$ cat config.mk
export PLATFORM = sky130hd
export DESIGN_NAME = mem_arbiter_mc_flat
export DESIGN_NICKNAME = d
export VERILOG_FILES = /design/src/rtl/mem_arbiter_mc_pkg.sv /design/src/rtl/mem_arbiter_mc_if.sv /design/src/rtl/mem_arbiter_mc_rr_arbiter.sv /design/src/rtl/mem_arbiter_mc.sv /design/src/flat_wrapper.sv
export SDC_FILE = /design/constraint.sdc
export NUM_CORES = 1
export LEC_CHECK = 0
export ABC_AREA = 1
export BUFFER_PORTS_ARGS = -buffer_cell sky130_fd_sc_hd__buf_4
export CORE_UTILIZATION = 50
export DETAILED_ROUTE_END_ITERATION = 16
export GPL_TIMING_DRIVEN = 0
export PLACE_DENSITY = 0.8
export SLEW_MARGIN = 25
export SYNTH_ARGS = -nofsm -noshare
export SYNTH_HDL_FRONTEND = slang
export SYNTH_SLANG_ARGS = --single-unit
$ cat constraint.sdc
create_clock -name clk -period 4.7 [get_ports clk]
set_clock_uncertainty 0.1 [all_clocks]
set_input_delay 0.705 -clock clk [delete_from_list [all_inputs] [get_ports clk]]
set_output_delay 0.705 -clock clk [all_outputs]
set_load 0.03 [all_outputs]
$ cat src/rtl/mem_arbiter_mc_pkg.sv
// Shared types and constants for the byte-serial memory controller.
package mem_arbiter_mc_pkg;

  localparam int         LEN_W     = 3;
  localparam logic       MEM_READ  = 1'b0;
  localparam logic       MEM_WRITE = 1'b1;
  localparam logic [1:0] IO_HI_DEF = 2'b11;

  typedef enum logic [1:0] {
    ST_IDLE = 2'd0,
    ST_RUN  = 2'd1,
    ST_LAST = 2'd2,
    ST_GAP  = 2'd3
  } mc_state_e;

  // Attributes of the transaction in flight, latched on grant.
  typedef struct packed {
    logic             wr;
    logic             sgn;
    logic [LEN_W-1:0] len;
  } xact_t;

  function automatic int port_w(input int n);
    return (n > 1) ? $clog2(n) : 1;
  endfunction

endpackage

$ cat src/rtl/mem_arbiter_mc_if.sv
// Requester and RAM/IO bus bundle; slave = controller side, master = environment side.
interface mem_arbiter_mc_if
  import mem_arbiter_mc_pkg::*;
#(
  parameter int NUM_PORTS = 2,
  parameter int ADDR_W    = 32,
  parameter int DATA_W    = 32
) ();

  logic [7:0]                        mem_din;
  logic [7:0]                        mem_dout;
  logic [ADDR_W-1:0]                 mem_addr;
  logic                              mem_wr;
  logic                              io_buffer_full;
  logic [NUM_PORTS-1:0]              req_en;
  logic [NUM_PORTS-1:0]              req_wr;
  logic [NUM_PORTS-1:0]              req_signed;
  logic [NUM_PORTS-1:0][LEN_W-1:0]   req_len;
  logic [NUM_PORTS-1:0][ADDR_W-1:0]  req_addr;
  logic [NUM_PORTS-1:0][DATA_W-1:0]  req_wdata;
  logic [NUM_PORTS-1:0]              done;
  logic [NUM_PORTS-1:0][DATA_W-1:0]  rdata;

  modport slave (
    input  mem_din, io_buffer_full, req_en, req_wr, req_signed, req_len, req_addr, req_wdata,
    output mem_dout, mem_addr, mem_wr, done, rdata
  );

  modport master (
    output mem_din, io_buffer_full, req_en, req_wr, req_signed, req_len, req_addr, req_wdata,
    input  mem_dout, mem_addr, mem_wr, done, rdata
  );

endinterface

$ cat src/rtl/mem_arbiter_mc_rr_arbiter.sv
// Round-robin grant: first unmasked requester at or after ptr, circularly.
module mc_rr_arbiter #(
  parameter int N  = 2,
  parameter int PW = 1
) (
  input  logic [N-1:0]  req,
  input  logic [N-1:0]  mask,
  input  logic [PW-1:0] ptr,
  output logic          gnt_vld,
  output logic [PW-1:0] gnt_idx
);

  logic [N-1:0]  elig;
  logic [PW-1:0] cand;

  assign elig = req & ~mask;

  // Scan farthest-to-nearest so the nearest eligible port wins last.
  always_comb begin
    gnt_vld = 1'b0;
    gnt_idx = '0;
    cand    = '0;
    for (int i = N-1; i >= 0; i--) begin
      cand = PW'((int'(ptr) + i) % N);
      if (elig[cand]) begin
        gnt_vld = 1'b1;
        gnt_idx = cand;
      end
    end
  end

endmodule

$ cat src/rtl/mem_arbiter_mc.sv
// Round-robin, byte-serial memory controller: N requesters onto one 8-bit RAM/UART bus,
// with sign extension, per-port flush and UART back-pressure.
module mem_arbiter_mc
  import mem_arbiter_mc_pkg::*;
#(
  parameter int                   NUM_PORTS  = 2,
  parameter int                   ADDR_W     = 32,
  parameter int                   MAX_BYTES  = 4,
  parameter logic [1:0]           IO_HI      = IO_HI_DEF,
  parameter logic [NUM_PORTS-1:0] FLUSH_MASK = NUM_PORTS'(2'b10)
) (
  input  logic            clk,
  input  logic            rst_n,
  input  logic            rdy,
  input  logic            clr,
  mem_arbiter_mc_if.slave bus
);

  localparam int DATA_W = 8 * MAX_BYTES;
  localparam int PW     = port_w(NUM_PORTS);
  localparam int KW     = LEN_W + 1;

  mc_state_e            state_q, state_n;
  xact_t                cur_q;
  logic [PW-1:0]        port_q, rr_ptr_q;
  logic [KW-1:0]        k_q, k_n;
  logic                 replay_q, replay_n;
  logic [DATA_W-1:0]    asm_q, ld_val, cur_wsh;
  logic [ADDR_W-1:0]    cur_addr;
  logic [NUM_PORTS-1:0] io_hit, io_blk;
  logic                 gnt_vld, grant, cap, fin, stall, flush;
  logic [PW-1:0]        gnt_idx;
  logic [LEN_W-1:0]     gnt_len;

  always_comb begin
    io_hit = '0;
    io_blk = '0;
    for (int p = 0; p < NUM_PORTS; p++) begin
      io_hit[p] = (bus.req_addr[p][17:16] == IO_HI);
      io_blk[p] = bus.req_wr[p] & io_hit[p] & bus.io_buffer_full;
    end
  end

  mc_rr_arbiter #(.N(NUM_PORTS), .PW(PW)) u_arb (
    .req     (bus.req_en),
    .mask    (io_blk),
    .ptr     (rr_ptr_q),
    .gnt_vld (gnt_vld),
    .gnt_idx (gnt_idx)
  );

  // rst_n gates the grant so the bus stays idle while reset is held.
  assign grant   = (state_q == ST_IDLE) & rdy & ~clr & rst_n & gnt_vld;
  assign gnt_len = (bus.req_len[gnt_idx] > LEN_W'(MAX_BYTES-1)) ? LEN_W'(MAX_BYTES-1)
                                                                : bus.req_len[gnt_idx];

  // Requester holds addr/wdata until done, so they are read live rather than latched.
  assign cur_addr = bus.req_addr[port_q];
  assign cur_wsh  = bus.req_wdata[port_q] >> {k_q, 3'b000};
  assign stall    = cur_q.wr & io_hit[port_q] & bus.io_buffer_full;
  assign flush    = clr & (cur_q.wr == MEM_READ) & FLUSH_MASK[port_q];

  always_ff @(posedge clk or negedge rst_n) begin
    if (!rst_n) begin
      state_q  <= ST_IDLE;
      k_q      <= '0;
      replay_q <= 1'b0;
      port_q   <= '0;
      cur_q    <= '0;
      rr_ptr_q <= '0;
    end else begin
      state_q  <= state_n;
      k_q      <= k_n;
      replay_q <= replay_n;
      if (grant) begin
        port_q   <= gnt_idx;
        cur_q    <= '{wr: bus.req_wr[gnt_idx], sgn: bus.req_signed[gnt_idx], len: gnt_len};
        rr_ptr_q <= (gnt_idx == PW'(NUM_PORTS-1)) ? '0 : gnt_idx + 1'b1;
      end
    end
  end

  // k = index of the byte being addressed; mem_din carries byte k-1.
  // A load that loses a cycle to rdy=0 replays address k-1 before moving on.
  always_comb begin
    state_n      = state_q;
    k_n          = k_q;
    replay_n     = replay_q;
    cap          = 1'b0;
    fin          = 1'b0;
    bus.mem_addr = '0;
    bus.mem_wr   = 1'b0;
    bus.mem_dout = '0;
    unique case (state_q)
      ST_IDLE: begin
        if (grant) begin
          bus.mem_addr = bus.req_addr[gnt_idx];
          bus.mem_wr   = bus.req_wr[gnt_idx];
          if (bus.req_wr[gnt_idx] == MEM_WRITE) bus.mem_dout = bus.req_wdata[gnt_idx][7:0];
          k_n      = KW'(1);
          replay_n = 1'b0;
          state_n  = (gnt_len == '0) ? ST_LAST : ST_RUN;
        end
      end
      ST_RUN, ST_LAST: begin
        if (!rdy) begin
          replay_n = replay_q | ~cur_q.wr;
        end else if (flush) begin
          state_n  = ST_IDLE;
          replay_n = 1'b0;
        end else if (replay_q) begin
          bus.mem_addr = cur_addr + ADDR_W'(k_q - 1'b1);
          replay_n     = 1'b0;
        end else if (state_q == ST_LAST) begin
          fin     = 1'b1;
          state_n = ST_GAP;
        end else if (!stall) begin
          bus.mem_addr = cur_addr + ADDR_W'(k_q);
          bus.mem_wr   = cur_q.wr;
          if (cur_q.wr == MEM_WRITE) bus.mem_dout = cur_wsh[7:0];
          cap = ~cur_q.wr;
          k_n = k_q + 1'b1;
          if (k_q == {1'b0, cur_q.len}) state_n = ST_LAST;
        end
      end
      ST_GAP: begin
        if (rdy) state_n = ST_IDLE;
      end
      default: state_n = ST_IDLE;
    endcase
  end

  // Final byte comes straight from mem_din; bytes above it are zero/sign fill.
  always_comb begin
    ld_val = '0;
    for (int b = 0; b < MAX_BYTES; b++) begin
      if (LEN_W'(b) < cur_q.len)       ld_val[8*b +: 8] = asm_q[8*b +: 8];
      else if (LEN_W'(b) == cur_q.len) ld_val[8*b +: 8] = bus.mem_din;
      else                             ld_val[8*b +: 8] = {8{cur_q.sgn & bus.mem_din[7]}};
    end
  end

  always_ff @(posedge clk or negedge rst_n) begin
    if (!rst_n) begin
      asm_q     <= '0;
      bus.done  <= '0;
      bus.rdata <= '0;
    end else begin
      bus.done <= '0;
      if (cap) begin
        for (int b = 0; b < MAX_BYTES; b++)
          if (k_q == KW'(b+1)) asm_q[8*b +: 8] <= bus.mem_din;
      end
      if (fin) begin
        bus.done[port_q] <= 1'b1;
        if (cur_q.wr == MEM_READ) bus.rdata[port_q] <= ld_val;
      end
    end
  end

endmodule

$ cat src/flat_wrapper.sv
// flat-port wrapper written by rule: the top's interface ports become plain ports
module mem_arbiter_mc_flat import mem_arbiter_mc_pkg::*;
#(
  parameter int                   NUM_PORTS  = 2,
  parameter int                   ADDR_W     = 32,
  parameter int                   MAX_BYTES  = 4,
  parameter logic [1:0]           IO_HI      = IO_HI_DEF,
  parameter logic [NUM_PORTS-1:0] FLUSH_MASK = NUM_PORTS'(2'b10)
)
  (clk, rst_n, rdy, clr, bus_mem_din, bus_io_buffer_full, bus_req_en, bus_req_wr, bus_req_signed, bus_req_len, bus_req_addr, bus_req_wdata, bus_mem_dout, bus_mem_addr, bus_mem_wr, bus_done, bus_rdata);
  mem_arbiter_mc_if #(.NUM_PORTS(NUM_PORTS), .ADDR_W(ADDR_W), .DATA_W((32))) bus_i ();
  input  logic clk;
  input  logic rst_n;
  input  logic rdy;
  input  logic clr;
  input wire logic [$bits(bus_i.mem_din)-1:0] bus_mem_din;
  input wire logic [$bits(bus_i.io_buffer_full)-1:0] bus_io_buffer_full;
  input wire logic [$bits(bus_i.req_en)-1:0] bus_req_en;
  input wire logic [$bits(bus_i.req_wr)-1:0] bus_req_wr;
  input wire logic [$bits(bus_i.req_signed)-1:0] bus_req_signed;
  input wire logic [$bits(bus_i.req_len)-1:0] bus_req_len;
  input wire logic [$bits(bus_i.req_addr)-1:0] bus_req_addr;
  input wire logic [$bits(bus_i.req_wdata)-1:0] bus_req_wdata;
  output wire logic [$bits(bus_i.mem_dout)-1:0] bus_mem_dout;
  output wire logic [$bits(bus_i.mem_addr)-1:0] bus_mem_addr;
  output wire logic [$bits(bus_i.mem_wr)-1:0] bus_mem_wr;
  output wire logic [$bits(bus_i.done)-1:0] bus_done;
  output wire logic [$bits(bus_i.rdata)-1:0] bus_rdata;
  assign bus_i.mem_din = bus_mem_din;
  assign bus_i.io_buffer_full = bus_io_buffer_full;
  assign bus_i.req_en = bus_req_en;
  assign bus_i.req_wr = bus_req_wr;
  assign bus_i.req_signed = bus_req_signed;
  assign bus_i.req_len = bus_req_len;
  assign bus_i.req_addr = bus_req_addr;
  assign bus_i.req_wdata = bus_req_wdata;
  assign bus_mem_dout = bus_i.mem_dout;
  assign bus_mem_addr = bus_i.mem_addr;
  assign bus_mem_wr = bus_i.mem_wr;
  assign bus_done = bus_i.done;
  assign bus_rdata = bus_i.rdata;
  mem_arbiter_mc #(.NUM_PORTS(NUM_PORTS), .ADDR_W(ADDR_W), .MAX_BYTES(MAX_BYTES), .IO_HI(IO_HI), .FLUSH_MASK(FLUSH_MASK)) u_core (.clk(clk), .rst_n(rst_n), .rdy(rdy), .clr(clr), .bus(bus_i));
endmodule
==> flow_results.org <==
** Run status
- The run finished with clean final reports.

** Logic synthesis
- Dominant cell type by area after synthesis :: sky130_fd_sc_hd__dfrtp_1
- In the synthesized netlist, the number of instances is 1680.
- For this run, the register share of the synthesized area comes to 0.265.
- Ys flop type :: sky130_fd_sc_hd__dfrtp_1
- Number of enable-type register cells in the synthesized netlist :: 0
- The synthesized design contains 112 register bits.
- Number of unique standard cell types used by synthesis :: 60
- The share of synthesized area in the top cell type comes to 0.265.
- The number of nets handed over by synthesis was 1855.
- By area the synthesized netlist is led by sky130_fd_sc_hd__dfrtp_1 (26%), sky130_fd_sc_hd__nand2_1 (18%), sky130_fd_sc_hd__o21ai_0 (7.0%).
- After synthesis the cells add up to 10600 um2.
- Fraction of registers with async set/reset :: 1.00
- In this run the mean area of a mapped cell was 6.31 um2.
- Number of warnings reported in the yosys synthesis log :: 0

** Worst setup path
- Along the worst path, the maximum fanout reaches 8.
- Launching point of the worst reg2reg path :: u_core.state_q[0]
- Endpoint arrival time on the critical path :: 3.78 ns
- Crit path kind :: reg2out
- STA classifies the critical path endpoint as an output port.
- Worst reg-to-reg setup slack :: 1.68 ns
- Worst R2R End :: u_core.bus.rdata[22]
- Data on the critical path is required at its endpoint by 3.89 ns.
- Type of origin of the critical path :: register
- The number of cells on the worst reg-to-reg path is 11.

** Power
- Cell internal pwr :: 4.19 mW
- Across the VDD grid, the largest voltage drop is 318 uV.
- Of the total power, the share spent switching nets is 0.601.
- Clock share of power :: 0.078
- Total power density per cell area :: 785 nW/um2
- Flop pwr share :: 0.152
- Switching power :: 6.30 mW
- Combinational group share of total power :: 0.770
- Summed over all cells, the static leakage comes to 6.76 nW.

** Detailed routing
- Drt pass-1 iters :: 6
- For this run, design rule violations remaining after detail routing come to 0.
- Final wirelength :: 47.3 mm
- The routed layout has 13600 vias.
- Wire length per cell :: 21.2 um
- After the first detailed-routing iteration, the DRC count stood at 1854.
- Average vias per placed instance :: 6.09
- Post-route antenna net violation count :: 0

** Finish
- Final net count :: 2125
- The top cell types in the final layout, fill and taps aside, are sky130_fd_sc_hd__nand2_1 (508), sky130_fd_sc_hd__buf_4 (263), sky130_fd_sc_hd__o21ai_0 (148), sky130_fd_sc_hd__nor2_1 (141), sky130_fd_sc_hd__inv_1 (137).
- For this run, the share of the core covered by cells in the final layout is 0.652.
- Most common library cell in the layout ignoring fill and taps :: sky130_fd_sc_hd__nand2_1
- The finished layout holds 2226 standard cells, fillers aside.
- From synthesis to final layout, the design area changed by 26.1%.
- In the final layout, the share of cells above drive strength 1 is 0.234.

** Min path
- The path class of the tightest hold or removal check is in2async.

** Place
- Dpl hpwl :: 37.7 mm
- At the end of routability-driven placement, the weighted congestion stood at 1.09.
- Port Buf Inserts :: 259
- Including well taps, the total number of placed cells is 2209.
- Worst slack, placed :: -0.386 ns

** Floorplanning
- I/O pin count :: 260
- For this configuration, the core starts out at a cell density of 0.517.
- The die covers 21800 um2.
- From left edge to right edge, the die measures 148 um.
- Core outline area :: 20500 um2
- Number of rows in the core area :: 52
- Measured along the y axis, the die boundary spans 148 um.

** STA
- Final-report hold violation count :: 0
- For the final routed database, the setup TNS stands at 0 ns.
- In the finished design, the share of the clock period the worst path needs comes to 0.977.
- Achievable clock frequency :: 0.218 GHz
- Slew at the pin with the worst max-slew slack :: 1.03 ns
- Slew Viols, Final :: 0
- After layout, the minimum clock period comes to 4.59 ns.
- Remaining max-slew budget at the tightest pin :: 0.309
- In the post-route analysis, the smallest setup slack over all paths is 0.110 ns.
- Setup violations remaining at the end of the flow were counted as 0.

** Run
- Max_cap viols :: 0

** Clock network
- CTS tree :: yes
- The number of clock buffers added by TritonCTS is 9.
- Clock tree synthesis found a total of 112 sinks.
- H-tree levels :: 3
- The clock reaches the later pin of the worst-skew pair after 0.37 ns.
- Clk Tree Root Cell :: sky130_fd_sc_hd__clkbuf_16
- No sink is reached through more buffers than the 2 on the longest clock path.
- Clock-pin transition on the worst setup and hold timing paths :: 0.09 ns

** Global routing
- Maximum number of pins on one net before global-route repair :: 114
- The total overflow left after global routing is 0.
- The number of global-route vias before repair was 12600.
- Number of antenna violations at the first check in global routing :: 1
- Global-route wire length before repair :: 70.9 mm
- GRT Overall Usage :: 0.426
worst max-delay path: stages (launching register included):
cell and delay (ns):
sky130_fd_sc_hd__dfrtp_1 0.43, sky130_fd_sc_hd__buf_4 0.22, sky130_fd_sc_hd__clkinvlp_4 0.21, sky130_fd_sc_hd__ha_4 0.25, sky130_fd_sc_hd__xor2_2 0.15, sky130_fd_sc_hd__ha_1 0.35, sky130_fd_sc_hd__nand2_1 0.10, sky130_fd_sc_hd__o21ai_2 0.20
sky130_fd_sc_hd__nand3_1 0.13, sky130_fd_sc_hd__nand2_2 0.12, sky130_fd_sc_hd__nand2_1 0.07, sky130_fd_sc_hd__nand2_1 0.16, sky130_fd_sc_hd__nand2_1 0.09, sky130_fd_sc_hd__nand3_1 0.08, sky130_fd_sc_hd__nand2_1 0.05, sky130_fd_sc_hd__nand3_1 0.13
sky130_fd_sc_hd__nand3_1 0.18, sky130_fd_sc_hd__a21oi_2 0.26, sky130_fd_sc_hd__buf_4 0.20
per-layer routing:
metal,track usage,routed length (um)
met1,0.564,18200
met2,0.678,21200
met3,0.0852,5850
met4,0.174,2030
met5,0,0
cells in the mapped netlist, types with 6 or more instances:
cell type / n
sky130_fd_sc_hd__a21oi_1: 122
sky130_fd_sc_hd__a221o_1: 7
sky130_fd_sc_hd__a221oi_1: 9
sky130_fd_sc_hd__a22oi_1: 32
sky130_fd_sc_hd__and2_1: 6
sky130_fd_sc_hd__buf_2: 15
sky130_fd_sc_hd__buf_6: 11
sky130_fd_sc_hd__clkbuf_1: 41
sky130_fd_sc_hd__dfrtp_1: 112
sky130_fd_sc_hd__ha_1: 20
sky130_fd_sc_hd__inv_1: 139
sky130_fd_sc_hd__inv_2: 15
sky130_fd_sc_hd__mux2i_1: 10
sky130_fd_sc_hd__nand2_1: 511
sky130_fd_sc_hd__nand2_2: 40
sky130_fd_sc_hd__nand2_4: 15
sky130_fd_sc_hd__nand3_1: 101
sky130_fd_sc_hd__nand4_1: 19
sky130_fd_sc_hd__nor2_1: 144
sky130_fd_sc_hd__nor2_2: 26
sky130_fd_sc_hd__nor2_4: 6
sky130_fd_sc_hd__nor3_1: 7
sky130_fd_sc_hd__o211ai_1: 13
sky130_fd_sc_hd__o21ai_0: 149
sky130_fd_sc_hd__o21ai_1: 16
sky130_fd_sc_hd__o21bai_1: 8
sky130_fd_sc_hd__o221ai_1: 8
sky130_fd_sc_hd__o311ai_0: 6
sky130_fd_sc_hd__or2_2: 8
sky130_fd_sc_hd__xor2_1: 8
how the worst max path moves through the flow:
stage / slack (ns) / start / to / cells after the start
4_1_cts: 0.0002 / u_core.k_q[1] / bus_mem_addr[31] / 20
2_1_floorplan: 0.54 / u_core.k_q[1] / bus_mem_addr[24] / 18
3_3_place_gp: -0.51 / rst_n / bus_mem_addr[6] / 8
3_5_place_dp: -0.39 / u_core.k_q[1] / bus_mem_addr[16] / 19
5_1_grt: -0.003 / u_core.k_q[0] / bus_mem_addr[22] / 18
6_report: 0.11 / u_core.k_q[0] / bus_mem_addr[16] / 18
kinds of logic after synthesis:
| logic type | share of synthesized area |
|---|---|
| xor+xnor | 0.00909 |
| buf+inv | 0.0935 |
| flops | 0.265 |
| mux | 0.0116 |
| fa+ha+maj | 0.0274 |
| simple gates | 0.376 |
| compound gates | 0.218 |
cell type report:
class	instances	area, um2
multi-input combinational	1337	6900
timing repair buffer	262	1980
clock inverter	7	96.3
clock buffer	9	225
sequential	112	2800
buffer	70	407
fill	1824	7140
tap	270	338
antenna	1	2.50
inverter	158	602
metrics by stage:
step                power (mW)  area (um2)  hold slack, ns
floorplan                 6.73       10600           0.309
global placement          9.12       12900           0.361
detailed placement        9.24       12900           0.368
CTS                       10.1       13300           0.330
global route              11.1       13400           0.232
finish                    10.5       13400           0.204
power groups by stage:
stage / Combinational (mW) / Clock [mW] / Sequential [mW]
2_1_floorplan: 4.81 / 0 / 1.92
3_3_place_gp: 7.56 / 0 / 1.56
3_5_place_dp: 7.65 / 0 / 1.58
4_1_cts: 7.74 / 0.819 / 1.58
5_1_grt: 8.63 / 0.853 / 1.62
6_report: 8.08 / 0.821 / 1.59
state kept, by name, indices dropped and copies added (netlist names):
signal / cells
u_core.cur_q: 5
u_core.bus.done: 2
u_core.state_q: 2
u_core.rr_ptr_q: 1
u_core.replay_q: 1
u_core.bus.rdata: 64
u_core.k_q: 4
u_core.port_q: 1
u_core.asm_q: 32
repair_timing:
action,CTS,global route
resized for setup,20,29
pin swaps,1,3
buffers inserted,0,3
hold buffers,0,0
setup endpoints to repair,29,24
(Power assumes the default switching activity.)
